--- config.mk ---
export PLATFORM = sky130hd
export DESIGN_NAME = uart_rx_ctrl
export DESIGN_NICKNAME = d
export VERILOG_FILES = /design/src/rtl/uart_pkg.sv /design/src/rtl/bit_sync.sv /design/src/rtl/uart_rx_ctrl.sv
export SDC_FILE = /design/constraint.sdc
export NUM_CORES = 1
export LEC_CHECK = 0
export ABC_AREA = 1
export BUFFER_PORTS_ARGS = -buffer_cell sky130_fd_sc_hd__clkbuf_2
export CAP_MARGIN = 15
export CORE_ASPECT_RATIO = 1.75
export CORE_MARGIN = 1.5
export CORE_UTILIZATION = 52
export CTS_CLUSTER_DIAMETER = 40
export CTS_CLUSTER_SIZE = 10
export DETAILED_ROUTE_END_ITERATION = 6
export PLACE_DENSITY = 0.75
export SETUP_SLACK_MARGIN = 0.5
export SYNTH_ARGS = -nofsm -noshare
export SYNTH_HDL_FRONTEND = slang
export SYNTH_SLANG_ARGS = --single-unit
--- constraint.sdc ---
create_clock -name clk -period 1.8 [get_ports clk]
set_clock_uncertainty 0.15 [all_clocks]
set_input_delay 0.36 -clock clk [delete_from_list [all_inputs] [get_ports clk]]
set_output_delay 0.36 -clock clk [all_outputs]
set_load 0.01 [all_outputs]
--- src/rtl/uart_pkg.sv ---
// rtl/uart_pkg.sv - shared types and constants for the UART receive path
package uart_pkg;

   typedef enum logic [2:0] {
      IDLE,
      START,
      DATA,
      PARITY,
      STOP
   } rx_state_e;

   localparam int UART_MIN_DATA_BITS = 5;

   function automatic logic maj3(input logic a, input logic b, input logic c);
      return (a & b) | (a & c) | (b & c);
   endfunction

endpackage

--- src/rtl/bit_sync.sv ---
// rtl/bit_sync.sv - multi-flop synchroniser for an asynchronous level input
module bit_sync #(
   parameter int STAGES = 2
) (
   input  logic clk,
   input  logic rst_n,
   input  logic d,
   output logic q
);

   logic [STAGES-1:0] sync_ff;

   always_ff @(posedge clk or negedge rst_n) begin
      if (!rst_n) begin
         sync_ff <= '0;
      end else begin
         sync_ff <= {sync_ff[STAGES-2:0], d};
      end
   end

   assign q = sync_ff[STAGES-1];

endmodule

--- src/rtl/uart_rx_ctrl.sv ---
// rtl/uart_rx_ctrl.sv - UART receiver: start detect, mid-bit majority vote, framed byte delivery
module uart_rx_ctrl
   import uart_pkg::*;
#(
   parameter int OVERSAMPLE  = 16,
   parameter int DATA_W      = 8,
   parameter int SYNC_STAGES = 2
) (
   input  logic              clk,
   input  logic              rst_n,
   input  logic              baud_tick,
   input  logic              rx_pin,
   input  logic [3:0]        cfg_data_bits,
   input  logic              cfg_parity_en,
   input  logic              cfg_parity_odd,
   input  logic              cfg_stop2,
   output logic [DATA_W-1:0] rx_data,
   output logic              rx_perr,
   output logic              rx_ferr,
   output logic              rx_valid,
   input  logic              rx_ready,
   output logic              rx_overrun,
   output logic              rx_busy
);

   localparam int TW = $clog2(OVERSAMPLE);
   localparam logic [TW-1:0] T_V0   = TW'(OVERSAMPLE / 2 - 1);
   localparam logic [TW-1:0] T_VOTE = TW'(OVERSAMPLE / 2 + 1);
   localparam logic [TW-1:0] T_LAST = TW'(OVERSAMPLE - 1);
   localparam logic [3:0]    DW4    = 4'(DATA_W);
   localparam logic [3:0]    MIN4   = 4'(UART_MIN_DATA_BITS);

   rx_state_e         state, state_nxt;
   logic              rx_sync;
   logic              armed;
   logic [TW-1:0]     tick_cnt;
   logic [3:0]        bit_cnt;
   logic [1:0]        vote_sr;
   logic [DATA_W-1:0] data_sr;
   logic              par_acc, perr_acc, ferr_acc;
   logic [3:0]        fr_bits;
   logic              fr_par_en, fr_par_odd, fr_stop2;
   logic              vote_now, in_window, last_data, stop_more, start_det, deliver;

   bit_sync #(.STAGES(SYNC_STAGES)) u_rx_sync (
      .clk   (clk),
      .rst_n (rst_n),
      .d     (rx_pin),
      .q     (rx_sync)
   );

   // Vote uses the two earlier window samples plus the live synchronised level.
   assign vote_now  = maj3(vote_sr[1], vote_sr[0], rx_sync);
   assign in_window = (state != IDLE) && (tick_cnt >= T_V0) && (tick_cnt <= T_VOTE);
   assign last_data = (bit_cnt == fr_bits - 4'd1);
   assign stop_more = fr_stop2 && (bit_cnt == 4'd0);
   assign start_det = baud_tick && (state == IDLE) && armed && !rx_sync;

   always_ff @(posedge clk or negedge rst_n) begin
      if (!rst_n) begin
         state <= IDLE;
      end else begin
         state <= state_nxt;
      end
   end

   always_comb begin
      state_nxt = state;
      if (baud_tick) begin
         case (state)
            IDLE:   if (armed && !rx_sync) state_nxt = START;
            START:  begin
               if (tick_cnt == T_VOTE && vote_now) state_nxt = IDLE;
               else if (tick_cnt == T_LAST)        state_nxt = DATA;
            end
            DATA:   if (tick_cnt == T_LAST && last_data) state_nxt = fr_par_en ? PARITY : STOP;
            PARITY: if (tick_cnt == T_LAST) state_nxt = STOP;
            STOP:   if (tick_cnt == T_VOTE && !stop_more) state_nxt = IDLE;
            default: state_nxt = IDLE;
         endcase
      end
   end

   always_comb begin
      deliver = baud_tick && (state == STOP) && (tick_cnt == T_VOTE) && !stop_more;
      rx_busy = (state != IDLE);
   end

   always_ff @(posedge clk or negedge rst_n) begin
      if (!rst_n) begin
         armed      <= 1'b0;
         tick_cnt   <= '0;
         bit_cnt    <= '0;
         vote_sr    <= '0;
         data_sr    <= '0;
         par_acc    <= 1'b0;
         perr_acc   <= 1'b0;
         ferr_acc   <= 1'b0;
         fr_bits    <= DW4;
         fr_par_en  <= 1'b0;
         fr_par_odd <= 1'b0;
         fr_stop2   <= 1'b0;
      end else if (baud_tick) begin
         if (rx_sync) armed <= 1'b1;
         if (state == IDLE || state_nxt == IDLE || tick_cnt == T_LAST) tick_cnt <= '0;
         else                                                          tick_cnt <= tick_cnt + 1'b1;
         if (in_window) vote_sr <= {vote_sr[0], rx_sync};

         if (tick_cnt == T_LAST || state == IDLE) begin
            if (state == DATA && !last_data) bit_cnt <= bit_cnt + 4'd1;
            else if (state == STOP)          bit_cnt <= 4'd1;
            else                             bit_cnt <= 4'd0;
         end

         if (start_det) begin
            fr_bits    <= (cfg_data_bits < MIN4 || cfg_data_bits > DW4) ? DW4 : cfg_data_bits;
            fr_par_en  <= cfg_parity_en;
            fr_par_odd <= cfg_parity_odd;
            fr_stop2   <= cfg_stop2;
            data_sr    <= '0;
            par_acc    <= 1'b0;
            perr_acc   <= 1'b0;
            ferr_acc   <= 1'b0;
         end else if (tick_cnt == T_VOTE) begin
            case (state)
               DATA: begin
                  data_sr <= data_sr | (DATA_W'(vote_now) << bit_cnt);
                  par_acc <= par_acc ^ vote_now;
               end
               PARITY:  perr_acc <= par_acc ^ vote_now ^ fr_par_odd;
               STOP:    ferr_acc <= ferr_acc | !vote_now;
               default: ;
            endcase
         end
      end
   end

   // A frame completing while the previous one is still unaccepted is dropped.
   always_ff @(posedge clk or negedge rst_n) begin
      if (!rst_n) begin
         rx_data    <= '0;
         rx_perr    <= 1'b0;
         rx_ferr    <= 1'b0;
         rx_valid   <= 1'b0;
         rx_overrun <= 1'b0;
      end else begin
         rx_overrun <= 1'b0;
         if (deliver && (!rx_valid || rx_ready)) begin
            rx_data  <= data_sr;
            rx_perr  <= perr_acc;
            rx_ferr  <= ferr_acc | !vote_now;
            rx_valid <= 1'b1;
         end else begin
            if (deliver)               rx_overrun <= 1'b1;
            if (rx_valid && rx_ready)  rx_valid   <= 1'b0;
         end
      end
   end

endmodule

---- Word level (Yosys, flattened, before mapping) ----
Index checks and enable logic that the tools add are counted.
word-level totals
  flip-flop bits (word level) ............. 46
  bits of input ports ..................... 12
  output and inout bits ................... 13
  logic and storage cells ................. 114
cells by class
  $add $sub $neg .......................... 3
  order comparisons ....................... 4
  eq/ne operators ......................... 7
  shifts and indexed selects .............. 1
  multiplexer cells ....................... 29
  bitwise logic cells ..................... 9
  reductions and logical operators ........ 42
operator list
  cell                                                                          number
  3-bit 2-to-1 mux                                                              8
  8-bit 2-to-1 mux                                                              3
  1-bit logical AND                                                             16
  3-bit one-hot mux with 5 select lines                                         1
  1-bit 2-to-1 mux                                                              14
  4-bit 2-to-1 mux                                                              3
  2-bit nonzero test                                                            5
  3-bit AND reduction                                                           3
  4-bit by 1-bit adder with 4-bit output, second input constant                 2
  4-bit equality test, second input constant                                    2
  8-bit OR                                                                      1
  2-bit AND reduction                                                           4
  1-bit by 4-bit << shifter with 8-bit output                                   1
  3-bit by 2-bit equality test with 1-bit output, second input constant         2
  3-bit logical NOT                                                             2
  1-bit logical NOT                                                             5
  1-bit logical OR                                                              5
  4-bit equality test                                                           1
  4-bit by 3-bit >= comparator with 1-bit output, second input constant         1
  4-bit > comparator, second input constant                                     1
  4-bit less-or-equal comparator, second input constant                         1
  4-bit logical NOT                                                             1
  4-bit by 3-bit less-than comparator with 1-bit output, second input constant  1
  4-bit by 1-bit subtractor with 4-bit output, second input constant            1
  other kinds (6)                                                               11

---- Depth between registers and ports, before layout ----
  depth after elaboration ................. 11
  mapped depth ............................ 17
  depth with buffers taken out ............ 17

---- Cells and area by module ----
A second synthesis with hierarchy kept.
unflattened totals
  cell total of the unflattened synthesis .. 288
  area, all modules ....................... 2387.3 µm²
by module, submodules not included
  module        instances  cells each  area each (µm²)  sequential area each (µm²)
  uart_rx_ctrl  1          286         2337.2           1102.3
  bit_sync      1          2           50.0             50.0

---- Worst setup path after synthesis ----
No wires, ideal clock.
  path type ............................... reg-to-reg
  from .................................... reg fr_bits[0]
  to ...................................... reg tick_cnt[3]
  setup time .............................. 0.123 ns
  data arrival time ....................... 1.692 ns
  required time ........................... 1.527 ns
  path slack .............................. -0.165 ns
  cell stages (with the launch flop) ...... 14
  path buffers ............................ 0
  period minus slack after synthesis ...... 1.965 ns
  path through ............................ dfrtp_1 inv_1 ha_1 or2_1 nand3_1 nor2_1 nand3_1 nand2_1 nand3_1 nand2_1 a21oi_1 nand2_1 nand2_2 a21oi_2
between the ends
  longest elaborated chain between the ends .. 10
ends and longest elaborated chain
  what                                         line                 RTL
  from (decl)                                  uart_rx_ctrl.sv:41   logic [3:0] fr_bits;
  from (signal assigned)                       uart_rx_ctrl.sv:116  fr_bits <= (cfg_data_bits < MIN4 || cfg_data_bits > DW4) ? DW4 : cfg_data_bits;
  4-bit by 1-bit subtractor with 4-bit output  uart_rx_ctrl.sv:55   assign last_data = (bit_cnt == fr_bits - 4'd1);
  4-bit equality test                          uart_rx_ctrl.sv:55
  1-bit logical AND                            uart_rx_ctrl.sv:76   DATA: if (tick_cnt == T_LAST && last_data) state_nxt = fr_par_en ? PARITY : STOP;
  3-bit 2-to-1 mux                             uart_rx_ctrl.sv:76
  3-bit one-hot mux with 5 select lines        uart_rx_ctrl.sv:70   case (state)
  3-bit 2-to-1 mux                             uart_rx_ctrl.sv:69   if (baud_tick) begin
  3-bit logical NOT                            uart_rx_ctrl.sv:105  if (state == IDLE || state_nxt == IDLE || tick_cnt == T_LAST) tick_cnt <= '0;
  1-bit logical OR (2 in series)               uart_rx_ctrl.sv:105
  4-bit 2-to-1 mux                             uart_rx_ctrl.sv:105
  to (signal assigned)                         uart_rx_ctrl.sv:106  else tick_cnt <= tick_cnt + 1'b1;
  to (decl)                                    uart_rx_ctrl.sv:36   logic [TW-1:0] tick_cnt;
No other way between the ends.
A chain may end at the register's enable or synchronous reset.

---- Worst setup path in the final report ----
  from .................................... reg tick_cnt[0]
  to ...................................... reg tick_cnt[3]
between the ends
  longest elaborated chain between the ends .. 9
  elaborated cells on any way between the ends .. 17
  those cells by class .................... add/sub (1); eq/ne (2); mux (8); reduce/logical (6)
ends and longest elaborated chain
  what                                            line                                                        RTL
  4-bit equality test, on equally long branches   n/a
  3-bit 2-to-1 mux, or another cell as far along  uart_rx_ctrl.sv:74                                          else if (tick_cnt == T_LAST) state_nxt = DATA;
  3-bit 2-to-1 mux, on equally long branches      uart_rx_ctrl.sv:73, uart_rx_ctrl.sv:76, uart_rx_ctrl.sv:78
  3-bit one-hot mux with 5 select lines           uart_rx_ctrl.sv:70
  3-bit 2-to-1 mux                                uart_rx_ctrl.sv:69
  3-bit logical NOT                               uart_rx_ctrl.sv:105
  1-bit logical OR (2 in series)                  uart_rx_ctrl.sv:105
  4-bit 2-to-1 mux (*)                            uart_rx_ctrl.sv:105
Mark *: on every way between the ends. The rest lies on a longest branch, timed or not.

==> impl_metrics.json <==
{
  "run_status": "finished, violations left",
  "violations": "setup timing",
  "power.density_cell_area_nw_per_um2": 767,
  "yosys.area.top_type_share_pct": 47.9,
  "intPower_w": 0.00165,
  "worstPathCellList": "ha_2 -> nand2_2 -> nor2_4 -> inv_2 -> nand2_1 -> nand3_1 -> inv_1 -> nand2_1 -> a21oi_2 -> nand2_1 -> nand2_2 -> a21oi_2",
  "total_leakage_power_nw": 1.61,
  "share_comb_of_total_power_pct": 25.2,
  "synth_fa_ha_area_share_pct": 3.20,
  "cts_num_sinks": 46,
  "synth_area_um2": 2350,
  "postSynthAreaPerCell_um2": 8.02,
  "antenna_found_initial": 0,
  "setup_total_negative_slack_ns": -1.97,
  "first_global_vias": 2193,
  "maxSlewViolCount": 0,
  "post-route-period-util_pct": 113,
  "reg2reg_slack_ns": -0.23,
  "placer_congestion_estimate": 0.927,
  "postSynthNetCount": 311,
  "length_of_routed_met3_wiring_um": 193,
  "core_area_um2": 4360,
  "timing.critical_path.mode_cell": "sky130_fd_sc_hd__nand2_1",
  "ctsRootBufferMaster": "sky130_fd_sc_hd__clkbuf_8",
  "p_seq_share_pct": 47.4,
  "cts_htree_levels": 2,
  "fillerInstances": 316,
  "synthDistinctLibCells": 31,
  "finalCriticalPeriod_ns": 2.03,
  "worstPathMaxFanout": 4,
  "fmax_ghz": 0.493,
  "initial_core_util_pct": 53.8,
  "detailroute.wirelength.met2_mm": 3.28,
  "timing.final.hold_violations": 0,
  "residual_drc": 0,
  "gr-total-overflow": 0,
  "synth_compound_area_share_pct": 11.2,
  "clockPowerShare_pct": 27.4,
  "drt-wirelength-per-cell_um": 14.0,
  "post_route_cells_drive_above_1_share_pct": 38.7,
  "die_width_um": 53.8,
  "die_height_um": 91.9,
  "tritoncts": "built",
  "cts.path.max_buffers": 2,
  "via_per_inst": 5.29,
  "worst_skew_pair.late_latency_ns": 0.32,
  "synth_seq_area_share_pct": 49.1,
  "post_synth_and_or_nand_nor_area_fraction_pct": 25.7,
  "timing.critical_path.from_type": "flop",
  "yosysMostFrequentCell": "sky130_fd_sc_hd__nand2_1",
  "asyncSetResetFlopFracSynth_pct": 100,
  "synth-seq-cells": 46,
  "route.layer.met1.wl_mm": 2.19,
  "timing.critical_path.to_type": "flop",
  "finalPower_w": 0.00246,
  "critPathBufInv": 2,
  "instances_no_fill": 423,
  "power_switching_share_pct": 32.8,
  "crit_type": "flop to flop",
  "min_delay_worst_type": "primary input to flop",
  "wirelength_mm": 5.91,
  "number_of_clock_buffers_inserted_by_tritoncts": 5,
  "synth_warnings": 0,
  "pre_cts_ws_ns": -0.250,
  "cp_slowest_cell": "sky130_fd_sc_hd__dfrtp_1",
  "syn_to_final_growth_pct": 36.5,
  "core.rowCount": 32,
  "vdd.ir_drop.worst_mv": 0.687,
  "synth.area.top_cells": "sky130_fd_sc_hd__dfrtp_1 (48%), sky130_fd_sc_hd__nand2_1 (13%), sky130_fd_sc_hd__inv_1 (5.8%), sky130_fd_sc_hd__o21ai_0 (4.0%), sky130_fd_sc_hd__a21oi_1 (3.2%)",
  "synth_common_cells": "sky130_fd_sc_hd__nand2_1 (80), sky130_fd_sc_hd__dfrtp_1 (45), sky130_fd_sc_hd__inv_1 (36), sky130_fd_sc_hd__nor2_1 (20), sky130_fd_sc_hd__o21ai_0 (19)",
  "grt_start_max_net_pins": 32,
  "dp_cells": 395,
  "grt_pass1_wl_mm": 9.20,
  "floorplan.io_pins": 25,
  "xor_and_xnor_fraction_of_the_mapped_netlist_area_pct": 1.86,
  "finalWorstSetupSlack_ns": -0.228,
  "timing_worst_slew_pin_value_ns": 0.458,
  "synth_top_cell_by_area": "sky130_fd_sc_hd__dfrtp_1",
  "num_vias": 2237,
  "diodes": 0,
  "post_synthesis_instance_total": 293,
  "drt_first_iter_violations": 60,
  "dp_hpwl_mm": 3.99,
  "design.die.area_um2": 4940,
  "cap_viol_max_count": 0,
  "dominant_combinational_cell_family_by_area_after_synthesis": "simple AND/OR/NAND/NOR gates",
  "critical-path-top-delay-family": "simple AND/OR/NAND/NOR gates",
  "crit_path_max_incr_delay_ns": 0.44,
  "grt_setup_unrepaired": "true",
  "max-slew-margin-rel_pct": 69.4,
  "postRouteAntennaNets": 0,
  "synthMuxAreaShare_pct": 0,
  "drt-pass1-iter-count": 4,
  "net-switching-power_w": 0.000806,
  "groute.usage.overall_pct": 25.2,
  "required_ns": 1.86,
  "arrival_ns": 2.09,
  "yosys_most_used_dff": "sky130_fd_sc_hd__dfrtp_1",
  "synth_enable_flop_cells": 0,
  "path_clk_slew_ns": 0.09,
  "nets": 389,
  "port_buffers": 24,
  "top_layer": "met4",
  "setup_viol": 28
}
worst paths after layout:
path	from	endpoint	depth (start not counted)
hold reg to reg	u_rx_sync.sync_ff[0]$_DFF_PN0_	u_rx_sync.sync_ff[1]$_DFF_PN0_	0
setup reg to reg	tick_cnt[0]$_DFFE_PN0P_	tick_cnt[3]$_DFFE_PN0P_	12
max in group asynchronous	rst_n	bit_cnt[2]$_DFFE_PN0P_	3
setup / recovery	tick_cnt[0]$_DFFE_PN0P_	tick_cnt[3]$_DFFE_PN0P_	12
hold / removal	cfg_parity_odd	fr_par_odd$_DFFE_PN0P_	3
min in group asynchronous	rst_n	data_sr[6]$_DFFE_PN0P_	2
per-stage QoR:
stage	hold WS [ns]	utilization, %	cell area (um^2)
floorplan	-0.0856	-	2410
global placement	0.166	64.2	2800
detailed placement	0.168	64.2	2800
CTS	0.0764	69.4	3030
global route	0.108	73.5	3210
finish	0.0755	73.5	3210
state kept, by name, indices dropped and copies added, names as in the netlist, 2 cells and up:
name / flops
rx_data: 8
vote_sr: 2
bit_cnt: 4
u_rx_sync.sync_ff: 2
data_sr: 8
state: 3
fr_bits: 4
tick_cnt: 4
placed cells by master, fill, tap and decap left out, types with 5 or more instances in the layout:
cell / netlist / layout
sky130_fd_sc_hd__dfrtp_1: 45 / 43
sky130_fd_sc_hd__nor3_1: 10 / 6
sky130_fd_sc_hd__nor2_4: 0 / 5
sky130_fd_sc_hd__clkbuf_2: 0 / 12
sky130_fd_sc_hd__o21ai_1: 1 / 7
sky130_fd_sc_hd__inv_2: 7 / 14
sky130_fd_sc_hd__nand2_1: 80 / 73
sky130_fd_sc_hd__nand3_1: 14 / 11
sky130_fd_sc_hd__buf_2: 3 / 12
sky130_fd_sc_hd__o21ai_0: 19 / 13
sky130_fd_sc_hd__inv_1: 36 / 28
sky130_fd_sc_hd__nand4_1: 6 / 6
sky130_fd_sc_hd__nor2_1: 20 / 13
sky130_fd_sc_hd__clkbuf_8: 1 / 5
sky130_fd_sc_hd__nand2_2: 5 / 12
sky130_fd_sc_hd__a21oi_1: 15 / 13
sky130_fd_sc_hd__buf_4: 1 / 44
sky130_fd_sc_hd__xor2_1: 5 / 5
power groups by stage:
stage,combinational (W),sequential [W],clock [W]
after CTS,0.000565,0.00116,0.000675
after detailed placement,0.000527,0.00118,0
after floorplan,0.000329,0.00118,0
after global placement,0.000512,0.00118,0
final,0.000620,0.00117,0.000673
after global routing,0.000680,0.00117,0.000726
cell type report:
cell class / count / area, um^2 / area share [%]
Clock buffer: 5 / 68.8 / 2.15
Tap cell: 51 / 63.8 / 1.99
Sequential cell: 46 / 1150 / 36.0
Timing Repair Buffer: 77 / 563 / 17.6
Multi-Input combinational cell: 197 / 1160 / 36.2
Clock inverter: 3 / 23.8 / 0.742
Inverter: 44 / 171 / 5.35
tightest hold or removal path, delay by kind of cell:
family	cells	cell delay [ns]
buf+inv	1	0.08
simple gates	2	0.08
cells by family after synthesis:
group                      count (synthesis)
adders and majority gates                  6
xor gates and xnor gates                   5
AOI/OAI and AO/OA                         46
buffers and inverters                     50
DFF                                       46
and+or+nand+nor                          140
per-layer routing:
layer | vias up | track usage (%)
li1 | 1092 | -
met1 | 1072 | 26.2
met2 | 52 | 44.8
met3 | 21 | 4.89
met4 | 0 | 13.0
met5 | - | 0
timing repair:
item	in CTS	in global routing
pin swaps	10	8
setup endpoints to repair	56	56
gates cloned	0	1
endpoints found under the hold margin	15	0
resized for setup	22	36
hold buffers	2	0
buffers inserted	9	8
(Power assumes the default switching activity.)
